<file path="config.mk">
export PLATFORM = sky130hd
export DESIGN_NAME = bram_port_arbiter
export DESIGN_NICKNAME = d
export VERILOG_FILES = /design/src/rtl/bram_port_arbiter.sv
export SDC_FILE = /design/constraint.sdc
export NUM_CORES = 1
export LEC_CHECK = 0
export ABC_CLOCK_PERIOD_IN_PS = 2350
export BUFFER_PORTS_ARGS = -buffer_cell sky130_fd_sc_hd__buf_2
export CAP_MARGIN = 20
export CORE_MARGIN = 2
export CORE_UTILIZATION = 40
export CTS_CLUSTER_DIAMETER = 60
export DETAILED_ROUTE_END_ITERATION = 6
export GPL_TIMING_DRIVEN = 0
export MAX_ROUTING_LAYER = met4
export PLACE_DENSITY = 0.78
export REMOVE_ABC_BUFFERS = 1
export SLEW_MARGIN = 20
export SYNTH_ARGS = -nofsm -noshare
export SYNTH_HDL_FRONTEND = slang
export SYNTH_SLANG_ARGS = --single-unit
</file>
<file path="constraint.sdc">
create_clock -name clk -period 2.35 [get_ports clk]
set_input_delay 0.1175 -clock clk [delete_from_list [all_inputs] [get_ports clk]]
set_output_delay 0.1175 -clock clk [all_outputs]
set_load 0.005 [all_outputs]
</file>
<file path="src/rtl/bram_port_arbiter.sv">
// bram_port_arbiter: two requesters share one BRAM write port and one read port.
// Each port has its own round-robin arbiter. A read that hits the address being
// written in the same cycle is held off one cycle. Read responses are tagged with
// the issuing requester and emitted READ_LATENCY cycles after acceptance.
module bram_port_arbiter #(
    parameter int ADDR_W       = 8,
    parameter int DATA_W       = 32,
    parameter int READ_LATENCY = 1
) (
    input  logic                clk,
    input  logic                rst_n,
    input  logic [1:0]          wr_valid,
    output logic [1:0]          wr_ready,
    input  logic [2*ADDR_W-1:0] wr_addr,
    input  logic [2*DATA_W-1:0] wr_data,
    input  logic [1:0]          rd_valid,
    output logic [1:0]          rd_ready,
    input  logic [2*ADDR_W-1:0] rd_addr,
    output logic [1:0]          rd_rsp_valid,
    output logic [DATA_W-1:0]   rd_rsp_data,
    output logic                ram_wr_en,
    output logic [ADDR_W-1:0]   ram_wr_addr,
    output logic [DATA_W-1:0]   ram_wr_data,
    output logic                ram_rd_en,
    output logic [ADDR_W-1:0]   ram_rd_addr,
    input  logic [DATA_W-1:0]   ram_rd_data
);

    localparam int LAST = READ_LATENCY - 1;

    logic              wr_ptr;
    logic              rd_ptr;
    logic [1:0]        wr_gnt;
    logic [1:0]        rd_req;
    logic [1:0]        rd_gnt;
    logic              wr_sel;
    logic              rd_sel;
    logic              hazard;
    logic [ADDR_W-1:0] wr_win_addr;
    logic [DATA_W-1:0] wr_win_data;
    logic [ADDR_W-1:0] rd_win_addr;
    logic [ADDR_W-1:0] wr_addr_q;
    logic [DATA_W-1:0] wr_data_q;
    logic [ADDR_W-1:0] rd_addr_q;
    logic [LAST:0]     pipe_vld;
    logic [LAST:0]     pipe_tag;

    // Round-robin pick: a lone requester wins, a tie goes to the pointer.
    function automatic logic [1:0] rr_pick(input logic [1:0] req, input logic ptr);
        logic [1:0] gnt;
        case (req)
            2'b01:   gnt = 2'b01;
            2'b10:   gnt = 2'b10;
            2'b11:   gnt = ptr ? 2'b10 : 2'b01;
            default: gnt = 2'b00;
        endcase
        return gnt;
    endfunction

    // Arbitrate both ports; the read loses a same-address collision with the write.
    always_comb begin
        wr_gnt      = rst_n ? rr_pick(wr_valid, wr_ptr) : 2'b00;
        wr_sel      = wr_gnt[1];
        wr_win_addr = wr_sel ? wr_addr[ADDR_W +: ADDR_W] : wr_addr[0 +: ADDR_W];
        wr_win_data = wr_sel ? wr_data[DATA_W +: DATA_W] : wr_data[0 +: DATA_W];
        rd_req      = rst_n ? rr_pick(rd_valid, rd_ptr) : 2'b00;
        rd_sel      = rd_req[1];
        rd_win_addr = rd_sel ? rd_addr[ADDR_W +: ADDR_W] : rd_addr[0 +: ADDR_W];
        hazard      = (|wr_gnt) && (|rd_req) && (rd_win_addr == wr_win_addr);
        rd_gnt      = hazard ? 2'b00 : rd_req;
    end

    assign wr_ready     = wr_gnt;
    assign rd_ready     = rd_gnt;
    assign ram_wr_en    = |wr_gnt;
    assign ram_rd_en    = |rd_gnt;
    assign ram_wr_addr  = ram_wr_en ? wr_win_addr : wr_addr_q;
    assign ram_wr_data  = ram_wr_en ? wr_win_data : wr_data_q;
    assign ram_rd_addr  = ram_rd_en ? rd_win_addr : rd_addr_q;
    assign rd_rsp_data  = ram_rd_data;
    assign rd_rsp_valid = {pipe_vld[LAST] & pipe_tag[LAST], pipe_vld[LAST] & ~pipe_tag[LAST]};

    // After each grant the pointer favours the requester that did not win.
    always_ff @(posedge clk or negedge rst_n) begin
        if (!rst_n) begin
            wr_ptr <= 1'b0;
            rd_ptr <= 1'b0;
        end else begin
            if (|wr_gnt) wr_ptr <= ~wr_sel;
            if (|rd_gnt) rd_ptr <= ~rd_sel;
        end
    end

    // Hold the last issued BRAM address/data while a port is idle.
    always_ff @(posedge clk or negedge rst_n) begin
        if (!rst_n) begin
            wr_addr_q <= '0;
            wr_data_q <= '0;
            rd_addr_q <= '0;
        end else begin
            if (ram_wr_en) begin
                wr_addr_q <= wr_win_addr;
                wr_data_q <= wr_win_data;
            end
            if (ram_rd_en) rd_addr_q <= rd_win_addr;
        end
    end

    // Valid/tag shift register aligning each response with the BRAM read latency.
    always_ff @(posedge clk or negedge rst_n) begin
        if (!rst_n) begin
            pipe_vld <= '0;
            pipe_tag <= '0;
        end else begin
            pipe_vld[0] <= ram_rd_en;
            pipe_tag[0] <= rd_sel;
            for (int unsigned i = 1; i < READ_LATENCY; i++) begin
                pipe_vld[i] <= pipe_vld[i-1];
                pipe_tag[i] <= pipe_tag[i-1];
            end
        end
    end

endmodule

</file>
==> metrics, run 1 <==
Arrival @ worst endpoint 2.50 ns; final count of pins violating max slew 0; ANT nets after route 0; CTS Buf Count 5; WL/cell approximately 18 µm; CP Max Fanout 6; drt via density 5.230; Worst Skew 0.005386 ns; clock slew seen by the registers of the worst setup and hold paths ~0.10 ns; Setup violations, final 10; drt total wl roughly 9000 µm; Worst Reg-to-Reg Cells 8; die area 0.007617 mm²; Post-synth EDFFs 0; routability cong. 0.8359; Place WS -0.9141 ns; outcome finished with violations; Least-Margin Pin Slew between 0.6 and 0.7 ns; FF+latch count, synth 52; first-pass GRT wire length around 13000 µm; Num Clock Sinks 52; core area 0.006756 mm²; FF-to-FF setup slack ~0.17 ns; crit path kind reg2out; initial antenna violation count 1; CTS tree built; share of cells above drive strength 1 51.29%; post-layout min period 2.618 ns; H-tree Lvls 2; Post-DP HPWL ~6300 µm; sequential share of the synthesized area 46.91%; final net count 560; drt drc 0; violated checks negative setup slack; PwrDens 621.5 mW/mm²; vias in the first global route 2526; area grow syn2layout 36.08%; Worst setup startpoint rd_ptr; DR pass1 iterations 5; largest net degree at the start of global routing 53; Initial Util about two fifths; total I/O pin count between 200 and 250; R2R Path End rd_addr_q[3]; worst reg2reg startpoint rd_ptr; WP data required about 2.2 ns; final core occ 55.87%; Critical Path End ram_rd_addr[4]; grt ovf 0; Final Hold Vio Count 0; Hold WS between 0.05 and 0.06 ns; Post-Syn Instances between 200 and 300; Unique masters post-synth 39; Final Cycle Share 111.4%; ys async rst share between 90% and 100%; Tot GR Track Use 23.61%; most frequently used flop master after synthesis dfrtp_1; synthesized area per cell ~9.5 µm²; worst vdd ir 351.8 µV; startpoint types register; synthesis warning total 0; Die H 87.28 µm; # rows 30; DR vias 2657; Max clock buf depth 2; FMAX 382.0 MHz; PortBufs 157; fin worst setup slack -0.2676 ns; DR iter-0 viols 95; Hold Path Class in2reg; Rel. slew slack a little under three fifths; RSZ-0062 raised after global routing yes; CP endpoint kind primary output; mapped cell area 0.002774 mm²; die width 87.28 µm; Leak Pwr 1.824 nW; Worst-Skew Late Latency roughly 0.29 ns; clk root buf clkbuf_8; Max-Cap Viols 0
sequential cells by signal, summed over array words and instances (netlist names):
register	flops
rd_addr_q	8
rd_ptr	1
pipe_tag	1
wr_ptr	1
wr_addr_q	8
wr_data_q	32
pipe_vld	1
per-layer routing:
layer / GRT usage (%) / up-vias / part of all wire [%]
li1: - / 1242 / -
met1: 30.11 / 1224 / 43
met2: 34.64 / 185 / 45
met3: 11.28 / 6 / 12
met4: 4.336 / 0 / 0.50
met5: - / - / 0
critical path, cell delays in order (launching register included):
cell	delay, ns
dfrtp_2	0.46
nor2b_4	0.24
nor2_8	0.09
mux2i_2	0.17
xor2_1	0.20
nor4_4	0.37
a21oi_4	0.10
buf_6	0.15
mux2_4	0.29
buf_2	0.13
cell type report:
| type | instances | area [µm²] |
|---|---|---|
| Multi-Input combinational cell | 187 | 1297 |
| Timing Repair Buffer | 171 | 932.1 |
| Inverter | 9 | 46.29 |
| Clock buffer | 7 | 86.33 |
| Tap cell | 80 | 100.1 |
| Antenna cell | 1 | 2.502 |
| Clock inverter | 1 | 7.507 |
| Fill cell | 624 | 2982 |
| Sequential cell | 52 | 1303 |
cells in the mapped netlist (2+ instances only):
library cell | instances | area (µm²)
and3_1 | 3 | 18.77
a21boi_1 | 3 | 22.52
o21ai_0 | 8 | 40.04
xor2_1 | 5 | 43.79
o2111ai_1 | 3 | 26.28
nand3_1 | 3 | 15.01
nor2_1 | 71 | 266.5
clkbuf_1 | 10 | 37.54
and2_1 | 3 | 18.77
inv_1 | 7 | 26.28
o22ai_1 | 32 | 200.2
o211ai_1 | 3 | 22.52
o21ai_1 | 2 | 10.01
nand2_1 | 10 | 37.54
a21oi_1 | 2 | 10.01
dfrtp_1 | 52 | 1301
mux2i_1 | 14 | 140.1
buf_4 | 32 | 240.2
a211o_1 | 3 | 26.28
mux2_4 | 3 | 45.04
nor3_1 | 4 | 20.02
power breakdown:
group	leakage [nW]	switching (mW)	internal, mW
Sequential	0.586	0.0462	1.03
Combinational	1.19	0.388	0.351
Clock	0.0445	0.290	0.240
placed cells by master (no fill, tap or decap), drive strengths merged:
| master | Yosys | routed |
|---|---|---|
| o22a | 1 | 1 |
| nor3 | 5 | 5 |
| inv | 8 | 8 |
| nand2b | 1 | 1 |
| nor2 | 72 | 72 |
| a21oi | 3 | 3 |
| o21ai | 10 | 10 |
| nand3 | 3 | 3 |
| o2111ai | 3 | 3 |
| mux2i | 15 | 15 |
| xor2 | 5 | 5 |
| a21boi | 4 | 4 |
| o22ai | 32 | 32 |
| diode | 0 | 1 |
| buf | 34 | 170 |
| nand2 | 12 | 13 |
| a31oi | 1 | 1 |
| mux2 | 3 | 3 |
| clkinvlp | 0 | 1 |
| clkinv | 1 | 1 |
| a211o | 3 | 3 |
| nand4 | 1 | 1 |
| and3 | 3 | 3 |
| nor4 | 1 | 1 |
| dlygate4sd3 | 0 | 1 |
| dfrtp | 52 | 52 |
| and2 | 3 | 3 |
| o211ai | 3 | 3 |
| nor2b | 2 | 2 |
| clkbuf | 10 | 7 |
worst min-delay path by stage:
stage / depth (start not counted) / slack, ns / from / end
3_3_place_gp: 0 / 0.24 / ram_rd_data[15] / rd_rsp_data[15]
5_1_grt: 2 / 0.05 / rst_n / wr_ptr
3_5_place_dp: 1 / 0.24 / rst_n / wr_addr_q[3]
6_report: 2 / 0.06 / rst_n / wr_ptr
2_1_floorplan: 0 / -0.18 / rst_n / pipe_tag
4_1_cts: 2 / 0.03 / rst_n / wr_ptr
logic make-up (layout without fill, tap and decap cells):
kind of cell / after synthesis / in the layout / synth area share, %
AND/OR/NAND/NOR: 103 / 104 / 18.04
AO/OA/AOI/OAI: 60 / 60 / 14.30
multiplexers: 18 / 18 / 7.171
flip-flops: 52 / 52 / 46.91
XOR/XNOR: 5 / 5 / 1.579
buffers and inverters: 53 / 188 / 12.00
other: 0 / 1 / 0
through the flow:
step	cells	power (mW)	setup TNS [ns]	instance area [µm²]
floorplan	247	1.413	0	2480
global placement	484	1.704	-87.55	3366
detailed placement	484	1.731	-54.07	3373
CTS	505	2.346	-1.593	3709
global route	508	2.504	-3.838	3775
finish	508	2.346	-2.392	3775
what timing repair did:
item | CTS | global route
endpoints found under the setup margin | 95 | 21
setup buffers | 10 | 2
resized for setup | 31 | 9
hold buffers | 2 | 0
gates cloned | 1 | 0
pin swaps | 13 | 1
endpoints found under the hold margin | 52 | 0
Power figures use the tool's default switching activity.
==> inputs of run 2 (changes only) <==
Settings changed: PLACE_DENSITY 0.78 to 0.82, REMOVE_ABC_BUFFERS 1 to unset.
==> run 2 against run 1 <==
The run still ends with negative setup slack left. Critical endpoint is now ram_rd_addr[2]. Routed wire length down 10%. Die area unchanged. Highest routed layer unchanged. Largest cell class is now non-clock buffers. Combinational power up 6.2%.
==> metrics, run 2 (synthesized netlist as in run 1, its figures left out) <==
outcome finished with violations; violated checks negative setup slack; CP endpoint kind primary output; Num Clock Sinks 52 (unchanged); Hold Path Class in2reg; DR iter-0 viols 71 (-25%); Worst-Skew Late Latency 0.30 ns (about the same); largest net degree at the start of global routing 53 (unchanged); final core occ 61.74% (+5.9 points); hold path startpoint wr_valid[1]; syn_nets between 400 and 500; die area 0.007617 mm² (unchanged); Seq. cell area 0.001303 mm² (unchanged); crit path kind reg2out; Final Hold Vio Count 0 (unchanged); RSZ-0062 raised after global routing yes; drt drc 0 (unchanged); total I/O pin count 222 (unchanged); vias in the first global route 2531 (+0.20%); Die H 87.28 µm (unchanged); Post-DP HPWL 6231 µm (-1.6%); Leak Pwr 2.114 nW (+16%); most common cell after layout, fill and taps aside buf_2; drt total wl 8134 µm (-10%); worst vdd ir 291.5 µV (-17%); clock slew seen by the registers of the worst setup and hold paths 0.09 ns (about the same); core area 0.006756 mm² (unchanged); Arrival @ worst endpoint 2.54 ns (+0.04 ns); Max-Cap Viols 0 (unchanged); WL/cell 14.10 µm (-21%); most frequent cells in the layout 185 x buf_2, 71 x nor2_1, 51 x dfrtp_1; ANT nets after route 0 (unchanged); post-layout min period 2.662 ns (+0.04462 ns); worst reg2reg startpoint rd_ptr; final net count 630 (+13%); max FFs per register 32 (unchanged); Least-Margin Pin Slew 0.5291 ns (-0.1369 ns); layout filler cell count 584 (-6.4%); startpoint types register; clk root buf clkbuf_8; DR pass1 iterations 4 (-1); CTS Buf Count 5 (unchanged); PortBufs 189 (+20%); Final Cycle Share 113.3% (+1.9 points); fin worst setup slack -0.3122 ns (-0.04462 ns); first-pass GRT wire length 11830 µm (-8.0%); Worst Skew 0.004766 ns (-0.0006203 ns); drt via density 4.851 (-7.3%); final count of pins violating max slew 0 (unchanged); DR vias 2799 (+5.3%); Biggest register wr_data_q; CP Max Fanout 9 (+3); die width 87.28 µm (unchanged); Setup violations, final 11 (+1); area grow syn2layout 50.38%; Tot GR Track Use 20.53% (-3.1 points); Initial Util 41.06% (unchanged); # rows 30 (unchanged); grt ovf 0 (unchanged); H-tree Lvls 2 (unchanged); Max clock buf depth 2 (unchanged); routability cong. 0.8417 (+0.69%); setup_tns -2.267 ns (+0.1247 ns); Worst setup startpoint rd_ptr; area used by multi-input combinational logic 0.001231 mm² (-5.1%); share of cells above drive strength 1 54.33% (+3.0 points); CTS tree built; WP data required 2.23 ns (about the same); n_diodes 0 (-1); FMAX 375.6 MHz (-1.7%); Rel. slew slack 64.49% (+8.9 points); PwrDens 600.4 mW/mm² (-3.4%); top flop regs wr_data_q: 32 flops, rd_addr_q: 8 flops, wr_addr_q: 8 flops; initial antenna violation count 0 (-1)
## run 2: changes by cell type in the layout (fill, tap and decap cells not counted), moves of 2 or more
cell | before | now
buf_2 | 156 | 185
buf_4 | 11 | 38
clkbuf_1 | 1 | 10
mux2i_1 | 1 | 9
mux2i_2 | 11 | 4
buf_6 | 1 | 5
o21ai_1 | 3 | 1
o21ai_2 | 1 | 3
xor2_1 | 2 | 4
xor2_2 | 3 | 1
## run 2: worst paths after layout
path	to	slack, ns	cells past startpoint
setup / recovery	ram_rd_addr[2]	-0.31	9
hold / removal	wr_ptr	0.04	2
setup reg to reg	rd_addr_q[2]	0.11	8
hold reg to reg	wr_addr_q[5]	0.50	2
max in group asynchronous	rd_ptr	1.67	3
min in group asynchronous	wr_data_q[9]	0.44	3
## run 2: timing repair
| item | in CTS | in global routing |
|---|---|---|
| hold buffers | 2 | 0 |
| setup endpoints to repair | 48 | 11 |
| pin swaps | 10 | 1 |
| buffers inserted | 6 | 3 |
| endpoints found under the hold margin | 52 | 0 |
| resized for setup | 25 | 4 |
## run 2: power breakdown
part           switching [mW]  internal, mW  total (mW)
clock network           0.296         0.349       0.644
registers              0.0440          1.03        1.08
logic                   0.390         0.396       0.785
## run 2: routing by layer
layer	track usage [%]	part of all wire, %	routed length (µm)
met5	-	0	0
met4	3.357	0.23	19
met3	4.171	6.2	505
met2	36.98	53	4329
met1	23.94	40	3280
## run 2: area by class of cell
| type | instances | share of cell area (%) |
|---|---|---|
| Buffer | 44 | 7.049 |
| Clock buffer | 6 | 1.980 |
| Clock inverter | 2 | 0.9298 |
| Inverter | 9 | 0.9298 |
| Multi-Input combinational cell | 186 | 29.51 |
| Sequential cell | 52 | 31.22 |
| Tap cell | 80 | 2.400 |
| Timing Repair Buffer | 198 | 25.97 |
## run 2: through the flow
step	instance area [µm²]	cells	power, mW	setup slack, ns	hold WS, ns
detailed placement	3822	560	1.810	-0.5856	0.2058
global placement	3820	560	1.783	-0.9294	0.3429
CTS	4141	576	2.521	-0.2435	0.02570
finish	4172	577	2.505	-0.3122	0.04182
global route	4172	577	2.666	-0.4233	0.02966
floorplan	2774	291	1.467	0.2544	-0.1781
## run 2: critical path, cell delays in order (launching register included)
cell and delay [ns]:
dfrtp_2 0.46, nor2b_4 0.26, nor2_8 0.09, mux2i_4 0.21
xor2_2 0.17, nor4_4 0.35, a21oi_4 0.10, buf_12 0.16
mux2_4 0.31, buf_6 0.12
==> inputs of run 3 (changes only) <==
Settings changed: ABC_CLOCK_PERIOD_IN_PS 2350 to unset, CAP_MARGIN 20 to unset, CORE_AREA set to 2 2 86 88, CORE_MARGIN 2 to unset, CORE_UTILIZATION 40 to unset, DIE_AREA set to 0 0 88 90, PLACE_DENSITY 0.82 to 0.81.
Clock period 2.35 ns to 3.24 ns, I/O delays scaled along.
==> run 3 against run 2 <==
The flow now finishes without violations. Global-route usage is 1.6 points lower. Final area is 5.0% lower. Combinational power is 34% lower. Sequential power is 28% lower. First-iteration DRC count fell by 8.5%. Critical path type is now in2out. Critical endpoint is now ram_rd_addr[3]. Largest power group unchanged.
==> metrics, run 3 (synthesized netlist as in run 1, its figures left out) <==
outcome finished clean; WHS Path Cells 2 (unchanged); Final Hold Vio Count 0 (unchanged); Leak Pwr 2.035 nW (-3.7%); Reg power frac 47.4% (+4.5 points); DR pass1 iterations 4 (unchanged); Setup violations, final 0 (-11); drt drc 0 (unchanged); vias in the first global route 2585 (+2.1%); hold path startpoint wr_valid[1]; final instance area 0.003961 mm² (-5.0%); Num Clock Sinks 52 (unchanged); die width 88 µm (+0.83%); top flop regs wr_data_q: 32 flops, rd_addr_q: 8 flops, wr_addr_q: 8 flops; Place WS 0.2141 ns (+0.7997 ns); post-layout min period between 3 and 4 ns; area grow syn2layout 42.81%; worst path cell trace dlygate4sd3_1 > buf_4 > and2_1 > buf_6 > nand2_8 > inv_6 > mux2i_2 > xor2_1 > nor4_4 > a21oi_4 > mux2_4 > buf_2; most common cell after layout, fill and taps aside buf_2; global route hottest layer met2; CP Max Fanout 10 (+1); die area 0.007920 mm² (+4.0%); fin worst setup slack 0.1961 ns (+0.5083 ns); Final Cycle Share 93.95%; largest net degree at the start of global routing 53 (unchanged); max FFs per register 32 (unchanged); Comb pwr share 31.5% (about the same); FF-to-FF setup slack 0.93 ns (+0.82 ns); syn_nets 425 (unchanged); Max clock buf depth 2 (unchanged); Int Power 1.150 mW (-35%); worst reg2reg startpoint rd_ptr; core area 0.007020 mm² (+3.9%); WL/cell 13.24 µm (-6.1%); CTS tree built; RSZ-0062 raised after global routing no; PortBufs 189 (unchanged); Clock power frac 21.1% (-4.6 points); Arrival @ worst endpoint 2.88 ns (+0.34 ns); Least-Margin Pin Slew 0.5022 ns (-0.02685 ns); share of cells above drive strength 1 49.69% (-4.6 points); layout filler cell count 672 (+15%); Post-DP HPWL 6236 µm (about the same); CP max stage delay 0.53 ns (+0.07 ns); DR vias 2782 (-0.61%); n_diodes 0 (unchanged); grt ovf 0 (unchanged); Seq. cell area 0.001301 mm² (about the same); drt via density 4.731 (-2.5%); Worst Reg-to-Reg Cells 7 (-1); clk root buf clkbuf_8; placed inst area 0.003846 mm² (+0.62%); met1 usage in global routing 21.11% (-2.8 points); M2 GR Usage 35.35% (-1.6 points); # rows 31 (+3.3%); Biggest register wr_data_q; initial antenna violation count 0 (unchanged); ANT nets after route 0 (unchanged); total I/O pin count 222 (unchanged); R2R Path End rd_addr_q[4]; worst vdd ir 184.4 µV (-37%); most frequent cells in the layout 189 x buf_2, 71 x nor2_1, 52 x dfrtp_1; Psw 0.5003 mW (-31%); setup bufs post-CTS 0 (-6); FMAX around 330 MHz; H-tree Lvls 2 (unchanged); Slowest cell on crit path dlygate4sd3_1; PwrDens 416.6 mW/mm² (-31%); CP endpoint kind primary output; first-pass GRT wire length 11590 µm (-2.1%); CTS Buf Count 5 (unchanged); Resize count post-CTS 0 (-100%); Max-Cap Viols 0 (unchanged); M3 GR Usage 2.847% (-1.3 points); final count of pins violating max slew 0 (unchanged); final core occ 56.42% (-5.3 points); Hold Path Class in2reg; Initial Util 39.51% (-1.5 points); drt total wl 7785 µm (-4.3%); Worst-Skew Late Latency 0.30 ns (about the same); startpoint types primary input; WP data required 3.08 ns (+0.85 ns); Tot GR Track Use 18.96% (-1.6 points); DR iter-0 viols 65 (-8.5%); crit path kind in2out; routability cong. 0.8074 (-4.1%); area used by multi-input combinational logic 0.001140 mm² (-7.4%); final net count 623 (-1.1%); clock slew seen by the registers of the worst setup and hold paths 0.09 ns (about the same); Worst Hold Path EP wr_ptr; Rel. slew slack 66.29% (+1.8 points); switch share 30.32% (+1.2 points); Die H 90 µm (+3.1%); Worst Skew 0.004675 ns (-0.00009085 ns); setup_tns 0 ns (+2.267 ns)
## run 3: cell types whose count changed in the layout (fill, tap and decap cells not counted), moves of 2 or more
cell,before,now
a21boi_2,2,0
and3_1,0,3
and3_4,3,0
buf_2,185,189
buf_4,38,33
buf_6,5,1
mux2i_1,9,14
mux2i_2,4,1
mux2i_4,2,0
o21ai_0,6,8
o21ai_2,3,0
## run 3: what timing repair did
action,CTS,global route
endpoints found under the setup margin,0,0
endpoints found under the hold margin,52,0
hold buffers,2,0
## run 3: worst max-delay path by stage
stage	from	endpoint	slack, ns	depth (start not counted)
after CTS	rst_n	ram_rd_addr[4]	0.17	12
after global placement	rst_n	ram_rd_addr[2]	-0.14	11
final	rst_n	ram_rd_addr[3]	0.20	12
after floorplan	rd_ptr	ram_rd_addr[2]	1.11	7
after detailed placement	rst_n	ram_rd_addr[4]	0.21	11
after global routing	rst_n	ram_rd_addr[7]	0.02	12
## run 3: per-stage QoR
step           std cells  total power, mW  hold WS [ns]
6_report             588            1.650       0.07271
5_1_grt              588            1.757       0.07153
3_5_place_dp         579            1.315        0.2482
2_1_floorplan        291            1.064       -0.1336
4_1_cts              588            1.669       0.06610
3_3_place_gp         579            1.292        0.3876
## run 3: layer usage
| layer | wire [µm] | vias up | part of all wire, % |
|---|---|---|---|
| li1 | - | 1372 | - |
| met1 | 3054 | 1277 | 39 |
| met2 | 4158 | 127 | 53 |
| met3 | 516 | 6 | 6.6 |
| met4 | 56 | 0 | 0.72 |
| met5 | 0 | - | 0 |
## run 3: worst max-delay path, delay by kind of cell
kind / cells / cell delay, ns
compound gates: 1 / 0.38
mux: 2 / 0.63
simple gates: 3 / 0.34
xor+xnor: 1 / 0.27
buf+inv: 5 / 1.07
## run 3: cell type report
type                    instances  share of cell area, %
clock inverters                 1                 0.1263
repair buffers                191                  24.89
clock buffers                   6                  1.832
plain buffers                  44                  7.423
inverters                       9                 0.9792
well taps                      99                  3.127
multi-input cells             186                  28.77
flip-flops and latches         52                  32.85
## run 3: power by group through the flow
stage	Sequential, mW	Combinational, mW	Clock (mW)
4_1_cts	0.783	0.526	0.359
5_1_grt	0.792	0.575	0.390
3_3_place_gp	0.789	0.503	0
3_5_place_dp	0.797	0.518	0
2_1_floorplan	0.786	0.278	0
6_report	0.782	0.519	0.349
